[config.mk]
export PLATFORM = sky130hd
export DESIGN_NAME = digit_display_ctrl
export DESIGN_NICKNAME = d
export VERILOG_FILES = /design/src/rtl/digit_display_ctrl.sv
export SDC_FILE = /design/constraint.sdc
export NUM_CORES = 1
export LEC_CHECK = 0
export CORE_ASPECT_RATIO = 2
export CORE_MARGIN = 2
export CORE_UTILIZATION = 35
export CTS_CLUSTER_SIZE = 12
export DETAILED_ROUTE_END_ITERATION = 16
export GPL_TIMING_DRIVEN = 1
export PLACE_DENSITY = 0.57
export SLEW_MARGIN = 40
export SYNTH_ARGS = -nofsm -noshare
export SYNTH_HDL_FRONTEND = slang
export SYNTH_SLANG_ARGS = --single-unit
[constraint.sdc]
create_clock -name Clk -period 5.81 [get_ports Clk]
set_input_delay 1.4525 -clock Clk [delete_from_list [all_inputs] [get_ports Clk]]
set_output_delay 1.4525 -clock Clk [all_outputs]
set_load 0.01 [all_outputs]
[src/rtl/digit_display_ctrl.sv]
`default_nettype none
// +--------------------------------------------------------------------------+
// | Module      : digit_display_ctrl                                         |
// | Description : binary->BCD shift-add-3 engine, frame-synchronous digit    |
// |               double buffer, and keyed digit-sprite pixel generator.     |
// | Revision    : 1.0 - initial release                                      |
// +--------------------------------------------------------------------------+
module digit_display_ctrl #(
   parameter int NUM_DIGITS = 4,
   parameter int VALUE_W    = 14,
   parameter int X0         = 16,
   parameter int Y0         = 8,
   parameter int KEY_COLOR  = 391
) (
   input  logic               Clk,
   input  logic               Reset,
   input  logic [VALUE_W-1:0] value,
   input  logic               value_load,
   input  logic               frame_start,
   input  logic [9:0]         DrawX,
   input  logic [9:0]         DrawY,
   output logic [3:0]         sprite_digit,
   output logic [4:0]         sprite_row,
   output logic [4:0]         sprite_col,
   input  logic [8:0]         sprite_rgb,
   output logic               pix_en,
   output logic [8:0]         pix_rgb,
   output logic               busy,
   output logic               pending_valid
);

   localparam int c_BCD_W   = 4 * NUM_DIGITS;
   localparam int c_CNT_W   = $clog2(VALUE_W + 1);
   localparam int c_IDX_W   = (NUM_DIGITS > 1) ? $clog2(NUM_DIGITS) : 1;
   localparam int c_MAX_INT = 10 ** NUM_DIGITS - 1;

   typedef enum logic [1:0] {
      S_IDLE = 2'd0,
      S_CONV = 2'd1,
      S_DONE = 2'd2
   } state_t;

   state_t               r_state;
   state_t               w_state_next;
   logic                 w_start;
   logic                 w_shift;
   logic                 w_done_wr;
   logic                 w_commit;
   logic [VALUE_W-1:0]   w_clamped;
   logic [c_BCD_W-1:0]   w_bcd_adj;
   logic [VALUE_W-1:0]   r_bin;
   logic [c_BCD_W-1:0]   r_bcd;
   logic [c_CNT_W-1:0]   r_cnt;
   logic [c_BCD_W-1:0]   r_pending;
   logic [c_BCD_W-1:0]   r_shown;
   logic                 r_pending_valid;
   logic                 r_pix_en;
   logic [8:0]           r_pix_rgb;

   // Larger inputs saturate to all nines rather than wrapping.
   assign w_clamped = (32'(value) > 32'(c_MAX_INT)) ? VALUE_W'(c_MAX_INT) : value;

   always_ff @(posedge Clk or posedge Reset) begin
      if (Reset) r_state <= S_IDLE;
      else       r_state <= w_state_next;
   end

   always_comb begin
      w_state_next = r_state;
      w_start      = 1'b0;
      w_shift      = 1'b0;
      w_done_wr    = 1'b0;
      if (value_load) begin
         w_start      = 1'b1;
         w_state_next = S_CONV;
      end else begin
         case (r_state)
            S_IDLE: w_state_next = S_IDLE;
            S_CONV: begin
               w_shift = 1'b1;
               if (r_cnt == c_CNT_W'(VALUE_W - 1)) w_state_next = S_DONE;
            end
            S_DONE: begin
               w_done_wr    = 1'b1;
               w_state_next = S_IDLE;
            end
            default: w_state_next = S_IDLE;
         endcase
      end
   end

   always_comb begin
      w_bcd_adj = r_bcd;
      for (int i = 0; i < NUM_DIGITS; i++) begin
         if (r_bcd[4*i +: 4] >= 4'd5) w_bcd_adj[4*i +: 4] = r_bcd[4*i +: 4] + 4'd3;
      end
   end

   // A frame_start coinciding with the result write is deliberately ignored.
   assign w_commit = frame_start && r_pending_valid && !w_done_wr;

   always_ff @(posedge Clk or posedge Reset) begin
      if (Reset) begin
         r_bin           <= '0;
         r_bcd           <= '0;
         r_cnt           <= '0;
         r_pending       <= '0;
         r_shown         <= '0;
         r_pending_valid <= 1'b0;
      end else begin
         if (w_start) begin
            r_bin <= w_clamped;
            r_bcd <= '0;
            r_cnt <= '0;
         end else if (w_shift) begin
            {r_bcd, r_bin} <= {w_bcd_adj[c_BCD_W-2:0], r_bin, 1'b0};
            r_cnt          <= r_cnt + 1'b1;
         end
         if (w_done_wr) r_pending <= r_bcd;
         if (w_done_wr)     r_pending_valid <= 1'b1;
         else if (w_commit) r_pending_valid <= 1'b0;
         if (w_commit) r_shown <= r_pending;
      end
   end

   logic [9:0]         w_rel_x;
   logic [9:0]         w_rel_y;
   logic               w_in_region;
   logic [c_IDX_W-1:0] w_idx;
   logic [3:0]         w_digits [NUM_DIGITS];
   logic [NUM_DIGITS-1:0] w_blank;
   logic               w_zero_run;
   logic               w_draw;

   assign w_rel_x     = DrawX - 10'(X0);
   assign w_rel_y     = DrawY - 10'(Y0);
   assign w_in_region = (w_rel_x < 10'(32 * NUM_DIGITS)) && (w_rel_y < 10'd24);
   assign w_idx       = w_rel_x[5 +: c_IDX_W];

   // Index 0 is the most significant digit; the last digit is never blanked.
   always_comb begin
      w_zero_run = 1'b1;
      w_blank    = '0;
      for (int i = 0; i < NUM_DIGITS; i++) begin
         w_digits[i] = r_shown[c_BCD_W-4-4*i +: 4];
         w_zero_run  = w_zero_run && (w_digits[i] == 4'd0);
         w_blank[i]  = w_zero_run && (i != NUM_DIGITS - 1);
      end
   end

   assign sprite_digit = w_in_region ? w_digits[w_idx] : 4'd0;
   assign sprite_row   = w_in_region ? w_rel_y[4:0] : 5'd0;
   assign sprite_col   = w_in_region ? w_rel_x[4:0] : 5'd0;
   assign w_draw       = w_in_region && !w_blank[w_idx] && (sprite_rgb != 9'(KEY_COLOR));

   always_ff @(posedge Clk or posedge Reset) begin
      if (Reset) begin
         r_pix_en  <= 1'b0;
         r_pix_rgb <= '0;
      end else begin
         r_pix_en  <= w_draw;
         r_pix_rgb <= w_draw ? sprite_rgb : 9'd0;
      end
   end

   assign pix_en        = r_pix_en;
   assign pix_rgb       = r_pix_rgb;
   assign busy          = (r_state != S_IDLE);
   assign pending_valid = r_pending_valid;

endmodule
`default_nettype wire

* After elaboration in Yosys (flattened, before gate mapping)
Cells that the tools add are included.
Cells by class: add/sub/neg operators 7, order comparisons 9, equality and inequality tests 5, mux-type cells 30, bitwise operators 1, reduce and logical (&&, ||, !) cells 15
Operators with widths (count):
- $mux W14 | 3
- $mux W16 | 2
- $mux W4 | 8
- $ge A4 B3 Y1 const B | 4
- $gt A14 B14 Y1 const B | 1
- $add A4 B2 Y4 const B | 3
- $logic_not A4 Y1 | 3
- $lt A10 B5 Y1 const B | 1
- $lt A10 B8 Y1 const B | 1
- $mux W5 | 2
- $sub A10 B4 Y10 const B | 1
- $sub A10 B5 Y10 const B | 1
- $mux W9 | 1
- $ne A9 B9 Y1 const B | 1
- $bmux W4 S2 | 1
- $mux W1 | 8
- $logic_and A1 B1 Y1 | 7
- $mux W2 | 3
- $reduce_bool A2 Y1 | 3
- $add A4 B1 Y4 const B | 1
- $eq A4 B4 Y1 const B | 1
- $add A3 B2 Y3 const B | 1
- $ge A3 B3 Y1 const B | 1
- $lt A2 B3 Y1 const B | 1
- other kinds (7) | 8
Storage, ports and cells: register bits 79, bits of input ports 47, output and inout bits 26, word-level logic and storage cells 76

* Longest topological paths before layout
word-level depth 9, mapped depth 7, depth with buffers taken out 6

* Worst setup path after synthesis
No wires, ideal clock.
path kind input port to output port, from input DrawX[4], to output sprite_col[0], arrival time 2.634 ns, data required time 4.358 ns, path slack 1.723 ns, stages on the path 7, buffers on the path 1, cell sequence inv_1 -> ha_1 -> nor3b_1 -> xnor2_1 -> o2111ai_4 -> buf_4 -> nor2_1
On the way: cells in the longest elaborated chain, start to end 4
RTL lines:
- start, declared | RTL line 20 | input logic [9:0] DrawX,
- $sub A10 B5 Y10 | RTL line 135 | assign w_rel_x = DrawX - 10'(X0);
- $lt A10 B8 Y1 | RTL line 137 | assign w_in_region = (w_rel_x < 10'(32 * NUM_DIGITS)) && (w_rel_y < 10'd24);
- $logic_and A1 B1 Y1 | RTL line 137
- $mux W5 | RTL line 153 | assign sprite_col = w_in_region ? w_rel_x[4:0] : 5'd0;
- end, declared | RTL line 24 | output logic [4:0] sprite_col,
Every way passes these cells.

* Worst setup path after layout
from input DrawX[4], to output sprite_digit[0]
On the way: cells in the longest elaborated chain, start to end 6
RTL lines:
- $sub A10 B5 Y10 * | RTL line 135
- parallel branches: the longest is 4 deep, another holds $lt A10 B8 Y1
- $mux W4 * | RTL line 151 | assign sprite_digit = w_in_region ? w_digits[w_idx] : 4'd0;
- end, declared | RTL line 22 | output logic [3:0] sprite_digit,
Mark *: on every way between the ends. The select of a mux whose other input is x is not followed.

==> key figures <==
CTS
  – Post-CTS Setup Inserts: 0
  – Hold Buf Count CTS: 0
  – Post-CTS sizing: 0
  – Clk_lat worst skew: 0.33 ns
  – CTS Root Cell: clkbuf_16
  – Total CTS buffers: 9
  – H-Tree Level Count: 3
  – Number of clock sinks: 79
  – Clock Pin Slew Worst Setup and Hold Paths: 0.05 ns
  – CTS tree: yes
  – CTS max path bufs: 2

Synth
  – Post-synth EDFFs: 0
  – Post-Syn Instances: 339
  – Seq/Total Area, Yosys: 0.4975
  – Synth warn: 0
  – Synth top cells by count: dfrtp_1 (79), mux2_2 (34), inv_1 (23), nor2_1 (23), nand2_1 (22)
  – Syn nets: 398
  – Synth area leaders: dfrtp_1 (50%), mux2_2 (9.6%), ha_1 (3.8%), mux2i_1 (3.0%), nor4b_2 (3.0%)
  – Netlist cell types: 51
  – Netlist Area Pre-Place: 3974 um^2
  – Flops & latches, synth: 79
  – Main flop type after synthesis: dfrtp_1
  – Top-count cell post-synth: dfrtp_1
  – Post-synth top area share: 0.4975
  – Syn_area_per_cell: 11.72 um^2
  – Area leader, netlist: dfrtp_1
  – Async set-reset flop share out of synthesis: 1.000

Finish
  – Synthesis-to-layout area growth: 30.16%
  – Fillers: 1013
  – Final nets: 470
  – Antenna Cells: 0
  – Layout cell share with drive strength beyond 1: 0.1904
  – Final instance area: 5172 um^2

Setup path
  – Reg2reg path depth: 4
  – R2r startpoint: r_state[0]
  – CP endpoint kind: primary output
  – CP max FO: 14
  – WP data arrival: 3.91 ns
  – RR Endpoint: r_bcd[1]
  – Critical path startpoint category: input pin
  – Required @ worst endpoint: 4.36 ns
  – Crit path kind: in2out
  – R2R Setup Slk: 3.88 ns

Drt
  – Drt pass-1 iters: 4
  – Vias per cell: 5.043
  – Drt total wl: 8.468 mm
  – Avg WL per Cell: 15.20 um
  – Post-route ant nets: 0
  – Initial DRC Count: 67
  – Routed vias: 2809
  – DRC: 0

Placed design
  – Pre-CTS setup slack: 0.4155 ns
  – Post-DP Area: 4827 um^2
  – IO buf count: 72
  – HPWL Detailed: 6.484 mm
  – Gpl congestion: 0.7291

Hold path
  – Worst Hold End: r_shown[3]
  – Worst hold path depth: 1
  – Worst hold path class: reg2reg
  – Hold_sp: r_shown[3]

STA
  – Clock skew: 0.006972 ns
  – Hold Fails Final Rpt: 0
  – Final setup vio count: 0
  – Worst-margin pin slew: 0.6625 ns
  – Setup Total Neg Slack: 0 ns
  – RSZ-0062 raised after global routing: false
  – Tcrit/Tclk final: 0.9222
  – Tmin final: 5.358 ns
  – Pins Over Slew Limit: 0
  – Slew headroom: 0.5583
  – Worst Slack Setup Final: 0.4523 ns
  – FMAX: 0.1866 GHz

Global route
  – Grt total ovfl: 0
  – Initial antenna violation count: 0
  – Overall routing resource usage: 0.1477
  – First-pass GRT wire length: 14.05 mm
  – Vias in the first global route: 2894
  – Largest net degree at the start of global routing: 41

Floorplan
  – Die ar.: 12270 um^2
  – Die height: 154.7 um
  – Die Wd: 79.35 um
  – IO Pins: 73
  – Starting Density: 0.3543
  – Placeable Area: 11220 um^2
  – Standard-cell row count: 55

Status
  – Outcome: finished clean

Power and ir drop
  – Cell Pwr Density: 256.9 nW/um^2
  – LEAKAGE: 2.326 nW
  – Peak VDD IR: 0.2029 mV

Flow run
  – Max-cap violation count: 0
-- metrics by stage --
step,hold WS (ns),cells,utilization,power (mW)
floorplan,0.4533,339,-,0.6487
global placement,0.4736,542,0.4306,0.6984
detailed placement,0.4779,542,0.4303,0.7011
CTS,0.4904,557,0.4611,1.348
global route,0.5112,557,0.4611,1.390
finish,0.4885,557,0.4611,1.329
-- metal layers --
metal,wire length [um],part of all wire,vias to the layer above,track usage
met2,4816,0.57,81,0.2837
met4,144,0.017,0,0.06076
met1,3090,0.36,1364,0.1486
met5,0,0,-,0
li1,-,-,1352,-
met3,417,0.049,12,0.03151
-- cells in the final DEF, fill, tap and decap left out, types with 3 or more instances in the layout --
cell type,Yosys,routed
nor3b_1,4,3
inv_1,23,22
a211oi_1,3,3
xnor2_1,6,6
a21oi_1,13,13
nor2_1,23,23
dfrtp_1,79,79
o21ai_0,10,10
nand2_1,22,22
ha_1,12,12
nor4_1,3,3
clkdlybuf4s50_1,0,71
xor2_1,3,3
clkbuf_16,0,9
nor4b_2,8,8
a2bb2oi_1,8,8
nand2b_1,6,6
mux4_2,4,4
nand3_1,6,6
mux2_2,34,34
o22ai_1,8,8
mux2i_1,12,12
bufinv_16,0,3
o2bb2ai_1,4,4
buf_4,2,4
-- state kept, by name, summed over array words and instances, names as in the netlist --
name	count
r_bcd	16
r_pending	16
r_shown	16
r_bin	14
pix_rgb	9
r_cnt	4
r_state	2
pending_valid	1
pix_en	1
-- layout make-up --
type	instances	area, um^2	area share
well taps	142	177.7	0.03435
inverters	24	92.59	0.01790
clock inverters	5	106.4	0.02056
multi-input cells	221	1834	0.3546
repair buffers	76	745.7	0.1442
clock buffers	10	239.0	0.04620
flip-flops and latches	79	1977	0.3822
-- power by group --
group | internal [mW] | total, mW | switching (mW)
sequential | 0.564 | 0.576 | 0.0112
clock | 0.429 | 0.639 | 0.210
combinational | 0.0580 | 0.114 | 0.0562
-- worst max path at each step --
stage                     startpoint               to  slack, ns
final                       DrawX[4]  sprite_digit[0]       0.45
after floorplan             DrawX[4]    sprite_col[0]       1.72
after global routing        DrawX[4]  sprite_digit[0]       0.23
after detailed placement    DrawX[4]  sprite_digit[0]       0.42
after CTS                   DrawX[4]  sprite_digit[0]       0.41
after global placement      DrawY[3]  sprite_digit[0]       0.46
-- worst max-delay path, stage by stage --
cell	delay, ns
clkdlybuf4s50_1	0.46
inv_1	0.08
ha_1	0.19
nor3b_1	0.30
xnor2_1	0.21
o2111ai_4	0.27
buf_4	0.28
nor2b_1	0.11
clkdlybuf4s50_1	0.54
-- cell families (layout without fill, tap and decap cells) --
kind of cell    count (synthesis)  after routing  share of synthesized area
flops                          79             79                     0.4975
fa+ha+maj                      12             12                    0.03778
mux                            52             52                     0.1549
simple gates                   92             92                     0.1430
buf+inv                        39            115                    0.04282
compound gates                 55             55                     0.1001
xor+xnor                       10             10                    0.02393
(Power assumes the default switching activity.)
